## src/rtl/rx_packet_decoder_if.sv

```systemverilog
// rx_packet_decoder_if: UART byte input and decoded command/BRAM-write outputs of rx_packet_decoder
interface rx_packet_decoder_if #(
    parameter int ADDR_WIDTH = 10
);
    logic [7:0]            rx_byte;
    logic                  rx_ready;
    logic [2:0]            rx_data;
    logic                  flag_command;
    logic                  flag_write;
    logic                  bram_we;
    logic [ADDR_WIDTH-1:0] bram_addr;
    logic [7:0]            bram_wdata;
    logic                  bram_wsel;
    logic                  write_done;
    logic                  error;
    modport master (
        output rx_byte, rx_ready,
        input  rx_data, flag_command, flag_write, bram_we, bram_addr, bram_wdata, bram_wsel, write_done, error
    );
    modport slave (
        input  rx_byte, rx_ready,
        output rx_data, flag_command, flag_write, bram_we, bram_addr, bram_wdata, bram_wsel, write_done, error
    );
endinterface

```

## src/rtl/rx_packet_decoder.sv

```systemverilog
// rx_packet_decoder: classifies UART bytes as command or vector-write headers and streams write payloads into BRAM
module rx_packet_decoder #(
    parameter int VEC_LEN        = 1024,
    parameter int ADDR_WIDTH     = 10,
    parameter int TIMEOUT_CYCLES = 1_000_000
) (
    input logic                clk,
    input logic                rst,
    rx_packet_decoder_if.slave bus
);
    localparam int TW = $clog2(TIMEOUT_CYCLES + 1);
    localparam logic [0:0] IDLE  = 1'b0;
    localparam logic [0:0] WRITE = 1'b1;
    localparam logic [ADDR_WIDTH:0] LAST_BYTE = (ADDR_WIDTH + 1)'(VEC_LEN - 1);
    localparam logic [TW-1:0] TMO_LAST = TW'(TIMEOUT_CYCLES - 1);
    logic [0:0]            state_q, state_d;
    logic [ADDR_WIDTH:0]   cnt_q, cnt_d;
    logic [TW-1:0]         tmo_q, tmo_d;
    logic [2:0]            rx_data_q, rx_data_d;
    logic                  wsel_q, wsel_d;
    logic [ADDR_WIDTH-1:0] addr_q, addr_d;
    logic [7:0]            wdata_q, wdata_d;
    logic                  fcmd_q, fcmd_d;
    logic                  fwr_q, fwr_d;
    logic                  we_q, we_d;
    logic                  done_q, done_d;
    logic                  err_q, err_d;
    logic                  hdr_cmd, hdr_wr;
    assign hdr_cmd = bus.rx_byte[7:6] == 2'b01;
    assign hdr_wr  = bus.rx_byte[7:6] == 2'b10;
    // Next-state: header decode in IDLE, payload streaming with idle timeout in WRITE
    always_comb begin
        state_d   = state_q;
        cnt_d     = cnt_q;
        tmo_d     = tmo_q;
        rx_data_d = rx_data_q;
        wsel_d    = wsel_q;
        addr_d    = addr_q;
        wdata_d   = wdata_q;
        fcmd_d    = 1'b0;
        fwr_d     = 1'b0;
        we_d      = 1'b0;
        done_d    = 1'b0;
        err_d     = 1'b0;
        if (state_q == IDLE) begin
            if (bus.rx_ready) begin
                if (hdr_cmd) begin
                    rx_data_d = bus.rx_byte[2:0];
                    fcmd_d    = 1'b1;
                end else if (hdr_wr) begin
                    wsel_d  = bus.rx_byte[2];
                    fwr_d   = 1'b1;
                    cnt_d   = '0;
                    tmo_d   = '0;
                    state_d = WRITE;
                end else begin
                    err_d = 1'b1;
                end
            end
        end else if (bus.rx_ready) begin
            // A byte always beats a coinciding timeout expiry
            we_d    = 1'b1;
            addr_d  = cnt_q[ADDR_WIDTH-1:0];
            wdata_d = bus.rx_byte;
            cnt_d   = cnt_q + 1'b1;
            tmo_d   = '0;
            if (cnt_q == LAST_BYTE) begin
                done_d  = 1'b1;
                state_d = IDLE;
            end
        end else if (tmo_q == TMO_LAST) begin
            err_d   = 1'b1;
            tmo_d   = '0;
            state_d = IDLE;
        end else begin
            tmo_d = tmo_q + 1'b1;
        end
    end
    // State and registered outputs; reset drops any byte presented in the same cycle
    always_ff @(posedge clk) begin
        if (rst) begin
            state_q   <= IDLE;
            cnt_q     <= '0;
            tmo_q     <= '0;
            rx_data_q <= '0;
            wsel_q    <= 1'b0;
            addr_q    <= '0;
            wdata_q   <= '0;
            fcmd_q    <= 1'b0;
            fwr_q     <= 1'b0;
            we_q      <= 1'b0;
            done_q    <= 1'b0;
            err_q     <= 1'b0;
        end else begin
            state_q   <= state_d;
            cnt_q     <= cnt_d;
            tmo_q     <= tmo_d;
            rx_data_q <= rx_data_d;
            wsel_q    <= wsel_d;
            addr_q    <= addr_d;
            wdata_q   <= wdata_d;
            fcmd_q    <= fcmd_d;
            fwr_q     <= fwr_d;
            we_q      <= we_d;
            done_q    <= done_d;
            err_q     <= err_d;
        end
    end
    assign bus.rx_data      = rx_data_q;
    assign bus.flag_command = fcmd_q;
    assign bus.flag_write   = fwr_q;
    assign bus.bram_we      = we_q;
    assign bus.bram_addr    = addr_q;
    assign bus.bram_wdata   = wdata_q;
    assign bus.bram_wsel    = wsel_q;
    assign bus.write_done   = done_q;
    assign bus.error        = err_q;
endmodule

```

## src/flat_wrapper.sv

```systemverilog
// flat-port wrapper written by rule: the top's interface ports become plain ports
module rx_packet_decoder_flat 
#(
    parameter int VEC_LEN        = 1024,
    parameter int ADDR_WIDTH     = 10,
    parameter int TIMEOUT_CYCLES = 1_000_000
)
  (clk, rst, bus_rx_byte, bus_rx_ready, bus_rx_data, bus_flag_command, bus_flag_write, bus_bram_we, bus_bram_addr, bus_bram_wdata, bus_bram_wsel, bus_write_done, bus_error);
  rx_packet_decoder_if #(.ADDR_WIDTH(ADDR_WIDTH)) bus_i ();
  input logic clk;
  input logic rst;
  input wire logic [$bits(bus_i.rx_byte)-1:0] bus_rx_byte;
  input wire logic [$bits(bus_i.rx_ready)-1:0] bus_rx_ready;
  output wire logic [$bits(bus_i.rx_data)-1:0] bus_rx_data;
  output wire logic [$bits(bus_i.flag_command)-1:0] bus_flag_command;
  output wire logic [$bits(bus_i.flag_write)-1:0] bus_flag_write;
  output wire logic [$bits(bus_i.bram_we)-1:0] bus_bram_we;
  output wire logic [$bits(bus_i.bram_addr)-1:0] bus_bram_addr;
  output wire logic [$bits(bus_i.bram_wdata)-1:0] bus_bram_wdata;
  output wire logic [$bits(bus_i.bram_wsel)-1:0] bus_bram_wsel;
  output wire logic [$bits(bus_i.write_done)-1:0] bus_write_done;
  output wire logic [$bits(bus_i.error)-1:0] bus_error;
  assign bus_i.rx_byte = bus_rx_byte;
  assign bus_i.rx_ready = bus_rx_ready;
  assign bus_rx_data = bus_i.rx_data;
  assign bus_flag_command = bus_i.flag_command;
  assign bus_flag_write = bus_i.flag_write;
  assign bus_bram_we = bus_i.bram_we;
  assign bus_bram_addr = bus_i.bram_addr;
  assign bus_bram_wdata = bus_i.bram_wdata;
  assign bus_bram_wsel = bus_i.bram_wsel;
  assign bus_write_done = bus_i.write_done;
  assign bus_error = bus_i.error;
  rx_packet_decoder #(.VEC_LEN(VEC_LEN), .ADDR_WIDTH(ADDR_WIDTH), .TIMEOUT_CYCLES(TIMEOUT_CYCLES)) u_core (.clk(clk), .rst(rst), .bus(bus_i));
endmodule
```

## config.mk

```make
export PLATFORM = sky130hd
export DESIGN_NAME = rx_packet_decoder_flat
export DESIGN_NICKNAME = d
export VERILOG_FILES = /design/src/rtl/rx_packet_decoder_if.sv /design/src/rtl/rx_packet_decoder.sv /design/src/flat_wrapper.sv
export SDC_FILE = /design/constraint.sdc
export NUM_CORES = 1
export LEC_CHECK = 0
export BUFFER_PORTS_ARGS = -buffer_cell sky130_fd_sc_hd__buf_2
export CORE_AREA = 2 2 72 74
export CTS_CLUSTER_DIAMETER = 80
export CTS_CLUSTER_SIZE = 40
export DETAILED_ROUTE_END_ITERATION = 10
export DIE_AREA = 0 0 74 76
export PLACE_DENSITY_LB_ADDON = 0.3
export SETUP_SLACK_MARGIN = 0.15
export SLEW_MARGIN = 40
export SYNTH_ARGS = -nofsm -noshare
export SYNTH_HDL_FRONTEND = slang
export SYNTH_SLANG_ARGS = --single-unit
```

## constraint.sdc

```tcl
create_clock -name clk -period 2.9 [get_ports clk]
set_clock_uncertainty 0.1 [all_clocks]
set_input_delay 0.29 -clock clk [delete_from_list [all_inputs] [get_ports clk]]
set_output_delay 0.29 -clock clk [all_outputs]
set_load 0.02 [all_outputs]
```

# Word level (Yosys, flattened, before mapping)
# Index checks and enable logic that the tools add are counted.
[classes]
addsub = 2
n_eq_ne = 5
n_mux = 27
bitwise_logic = 3
reduce_logical = 11
[ops]
columns = ["cell", "count"]
rows = [
  ["20-bit 2-to-1 mux", 6],
  ["11-bit 2-to-1 mux", 5],
  ["20-bit by 1-bit adder with 20-bit output, second input constant", 1],
  ["20-bit == test, second input constant", 1],
  ["1-bit 2-to-1 mux", 16],
  ["11-bit by 1-bit adder with 11-bit output, second input constant", 1],
  ["11-bit by 10-bit == test with 1-bit output, second input constant", 1],
  ["3-bit AND reduction", 3],
  ["3-bit OR reduction", 2],
  ["4-bit AND reduction", 1],
  ["2-bit nonzero test", 2],
  ["2-bit OR reduction", 2],
  ["1-bit NOT", 3],
  ["2-bit by 1-bit == test with 1-bit output, second input constant", 1],
  ["2-bit == test, second input constant", 1],
  ["2-bit by 1-bit inequality test with 1-bit output, second input constant", 1],
  ["2-bit AND reduction", 1],
]
[totals]
ff_bits = 59
inputBits = 11
output_inout_bits = 27

# Depth between registers and ports, before layout
[logic_depth]
word_depth = 5
ltp_mapped = 8

# Worst setup path before layout
# Ideal clock, no wire load.
[synth_path]
kind = "reg2reg"
start = "register u_core.tmo_q[10]"
end = "register u_core.tmo_q[13]"
setup_time_ps = 122
arrival_time_ps = 1969
required_time_ps = 2678
slack_ps = 708
stages_incl_launch_ff = 8
n_path_buf = 2
period_less_slack_ps = 2192
cell_sequence = "dfxtp_1 > buf_6 > or4b_1 > or3_4 > o41a_4 > buf_6 > o211ai_1 > o21ai_1"
[synth_via]
elab_chain_cells = 4
elab_cells_between_ends = 5
cone_classes = "add/sub (1); eq/ne (1); mux (3)"
[synth_rtl]
columns = ["item", "line", "rtl"]
rows = [
  ["from (decl)", "rx_packet_decoder.sv:18", "logic [TW-1:0] tmo_q, tmo_d;"],
  ["from (signal assigned)", "rx_packet_decoder.sv:97", "tmo_q <= tmo_d;"],
  ["20-bit by 1-bit adder with 20-bit output / 20-bit == test (equally long branches)", "rx_packet_decoder.sv:76, rx_packet_decoder.sv:71", ""],
  ["20-bit 2-to-1 mux *", "rx_packet_decoder.sv:71", "end else if (tmo_q == TMO_LAST) begin"],
  ["20-bit 2-to-1 mux *", "rx_packet_decoder.sv:60", "end else if (bus.rx_ready) begin"],
  ["20-bit 2-to-1 mux *", "rx_packet_decoder.sv:45", "if (state_q == IDLE) begin"],
]
# Every way passes the cells marked *; elsewhere a longest branch is shown, timed or not.
# A chain may end at the register's enable or synchronous reset.

# Worst setup path after layout
[layout_path]
start = "register u_core.tmo_q[10]"
end = "register u_core.tmo_q[10]"
# Same word-level chain as after synthesis.

==> flow_metrics.env <==
export IMPL_ys_seq_elements=59
export IMPL_yosysWarnings=0
export IMPL_r2r_cells=5
export IMPL_cts_tree="built"
export IMPL_r2r_start="u_core.tmo_q[10]"
export IMPL_fin_util_pct=61.6
export IMPL_grt_overflow=0
export IMPL_synth_edf_count=0
export IMPL_yosysTopAreaCell="dfxtp_1"
export IMPL_die_h_um=76
export IMPL_detail_route_antenna_nets=0
export IMPL_grt_pass1_vias=2177
export IMPL_power_leakage_nw=1.16
export IMPL_min_period_over_period_pct=79.7
export IMPL_hold_path_class="primary input to flip-flop"
export IMPL_final_hold_violation_count=0
export IMPL_routed_wl_um=5590
export IMPL_path_cells="or4b_1, or3_4, o41a_1, a21oi_1, mux2i_1"
export IMPL_clkSinkCount=59
export IMPL_finalWorstPathRequiredPeriod_ns=2.31
export IMPL_fillers=437
export IMPL_setup_tns_ns=0
export IMPL_synthMostInstantiatedCell="nand2_1"
export IMPL_critPathLaunchType="flip-flop"
export IMPL_critical_path_max_stage_delay_ns=0.53
export IMPL_slew_violations=0
export IMPL_initial_utilization_pct=53.7
export IMPL_worstPathMaxFanout=13
export IMPL_synth_cells=321
export IMPL_power_density_nw_per_um2=536
export IMPL_drtIter0Drc=161
export IMPL_area_growth_pct=14.7
export IMPL_multiInputGateArea_um2=1340
export IMPL_wire_per_inst_um=13.1
export IMPL_maxCapViolCount=0
export IMPL_post_cts_resized=0
export IMPL_cts_setup_buffers=0
export IMPL_seq_area_frac_synth_pct=44.8
export IMPL_ctsHtreeMaxLevel=3
export IMPL_max_slew_margin_pct=50.6
export IMPL_clock_latency_ns=0.34
export IMPL_vdd_drop_max_mv=0.209
export IMPL_cts_hold_buf=0
export IMPL_cp_slowest_cell="or4b_1"
export IMPL_postSynth_asyncResetShare_pct=0
export IMPL_cts_max_path_buffers=2
export IMPL_numCtsBuffers=9
export IMPL_fmax_ghz=0.433
export IMPL_crit_arrival_ns=2.42
export IMPL_drive_gt1_share_pct=16.0
export IMPL_seqCellArea_um2=1180
export IMPL_setup_violations=0
export IMPL_rows=26
export IMPL_synthTopCellsByCount="62 x nand2_1, 59 x dfxtp_1, 31 x a21oi_1, 24 x nor2_1, 17 x nand3_1"
export IMPL_die_x_um=74
export IMPL_crit_type="flip-flop to flip-flop"
export IMPL_grt_total_usage_pct=21.6
export IMPL_status="complete, no violations"
export IMPL_netlist_top_cells_area="dfxtp_1 45%, nand2_1 8.8%, a21oi_1 5.9%"
export IMPL_antenna_found_initial=0
export IMPL_diodes=0
export IMPL_critPathRequiredTime_ns=3.01
export IMPL_critPathLaunch="u_core.tmo_q[10]"
export IMPL_rsz0062_at_grt="false"
export IMPL_synth_area_um2=2640
export IMPL_root_buffer="clkbuf_8"
export IMPL_endpoint_kind="flip-flop"
export IMPL_place_congestion=0.799
export IMPL_synth_area_per_cell_um2=8.22
export IMPL_grt_first_pass_wirelength_um=9490
export IMPL_nets=370
export IMPL_dpl_hpwl_um=3830
export IMPL_ys_types=45
export IMPL_path_clk_slew_ns=0.06
export IMPL_pin_count=38
export IMPL_vias_per_cell=5.54
export IMPL_drc_errors=0
export IMPL_grt_start_max_net_pins=30
export IMPL_yosys_most_used_dff="dfxtp_1"
export IMPL_reg2reg_slack_ns=0.59
export IMPL_drt_pass1_iterations=4
export IMPL_core_area_um2=4910
export IMPL_netlist_area_leader_share_pct=44.8
export IMPL_io_buffers=37
export IMPL_crit_end="u_core.tmo_q[10]"
export IMPL_dieArea_um2=5620
export IMPL_worst_slew_pin_slew_ns=0.741
export IMPL_crit_reg2reg_capture="u_core.tmo_q[10]"
export IMPL_vias=2365
export IMPL_syn_nets=337
==> placed cells by master, fill, tap and decap left out, types with 3 or more instances in the layout <==
cell and n:
a21o_1 3, a21oi_1 31, a22o_1 3, a22oi_1 4
a311oi_1 3, a31oi_1 3, and3_1 8, and4_1 4
buf_2 37, buf_4 3, clkbuf_8 10, dfxtp_1 59
ha_1 5, inv_1 8, mux2i_1 4, nand2_1 62
nand3_1 17, nand4_1 9, nor2_1 24, nor2b_1 4
nor3_1 6, nor4_1 3, o21ai_0 11, xnor2_1 3
xor2_1 6
==> report_power, final <==
| group | switching [W] | leakage, nW | internal (W) |
|---|---|---|---|
| Sequential | 0.00000464 | 0.476 | 0.000818 |
| Clock | 0.000303 | 0.0950 | 0.000408 |
| Combinational | 0.0000613 | 0.584 | 0.0000264 |
==> per-layer routing <==
metal | wire length (um) | vias to the layer above | share of wire [%] | track usage, %
met5 | 0 | - | 0 | 0
met4 | 105 | 0 | 1.9 | 13.3
met3 | 286 | 11 | 5.1 | 4.50
met2 | 2560 | 63 | 46 | 32.9
met1 | 2640 | 1089 | 47 | 27.5
li1 | - | 1202 | - | -
==> registers in the layout, indices dropped and copies added (netlist names), 3 cells and up <==
| name | flops |
|---|---|
| u_core.bus.bram_addr | 10 |
| u_core.bus.bram_wdata | 8 |
| u_core.tmo_q | 20 |
| u_core.bus.rx_data | 3 |
| u_core.cnt_q | 11 |
==> area by class of cell <==
class                      count  share of cell area (%)
multi-input combinational    236                    44.2
sequential                    59                    39.1
timing repair buffer          40                    6.87
clock buffer                  11                    4.68
tap                           70                    2.90
clock inverter                 3                    1.32
inverter                       8                   0.993
==> worst max-delay path: cells and delay by family, from the launching register on <==
| family | cells | cell delay [ns] |
|---|---|---|
| compound gates | 2 | 0.72 |
| flops | 1 | 0.38 |
| mux | 1 | 0.09 |
| simple gates | 2 | 0.89 |
==> cell families (layout without fill, tap and decap cells) <==
family                     Yosys count  in the layout  share of synthesized area (%)
and+or+nand+nor                    147            147                           26.5
AOI/OAI and AO/OA                   71             71                           17.3
DFF                                 59             59                           44.8
buffers and inverters               26             62                           4.55
xor gates and xnor gates             9              9                           2.99
adders and majority gates            5              5                           2.37
muxes                                4              4                           1.52
==> worst min-delay path by stage <==
stage / start / cells past startpoint / endpoint
after floorplan: bus_rx_byte[0] / 2 / u_core.bus.bram_wdata[0]
after global placement: u_core.bus.bram_wdata[7] / 2 / u_core.bus.bram_wdata[7]
after detailed placement: u_core.bus.bram_addr[4] / 2 / u_core.bus.bram_addr[4]
after CTS: bus_rx_byte[3] / 3 / u_core.bus.bram_wdata[3]
after global routing: bus_rx_byte[3] / 3 / u_core.bus.bram_wdata[3]
final: bus_rx_byte[3] / 3 / u_core.bus.bram_wdata[3]
==> metrics by stage <==
step                      instances  total power (W)  hold WS (ns)  cell area (um^2)  worst slack [ns]
after floorplan                 321         0.000902         0.326              2640             0.708
after global placement          413         0.000927         0.339              2840             0.653
after detailed placement        413         0.000928         0.344              2840             0.599
after CTS                       427          0.00163        0.0801              3020             0.589
after global routing            427          0.00168         0.102              3020             0.452
final                           427          0.00162        0.0875              3020             0.590
Power figures use the tool's default switching activity.
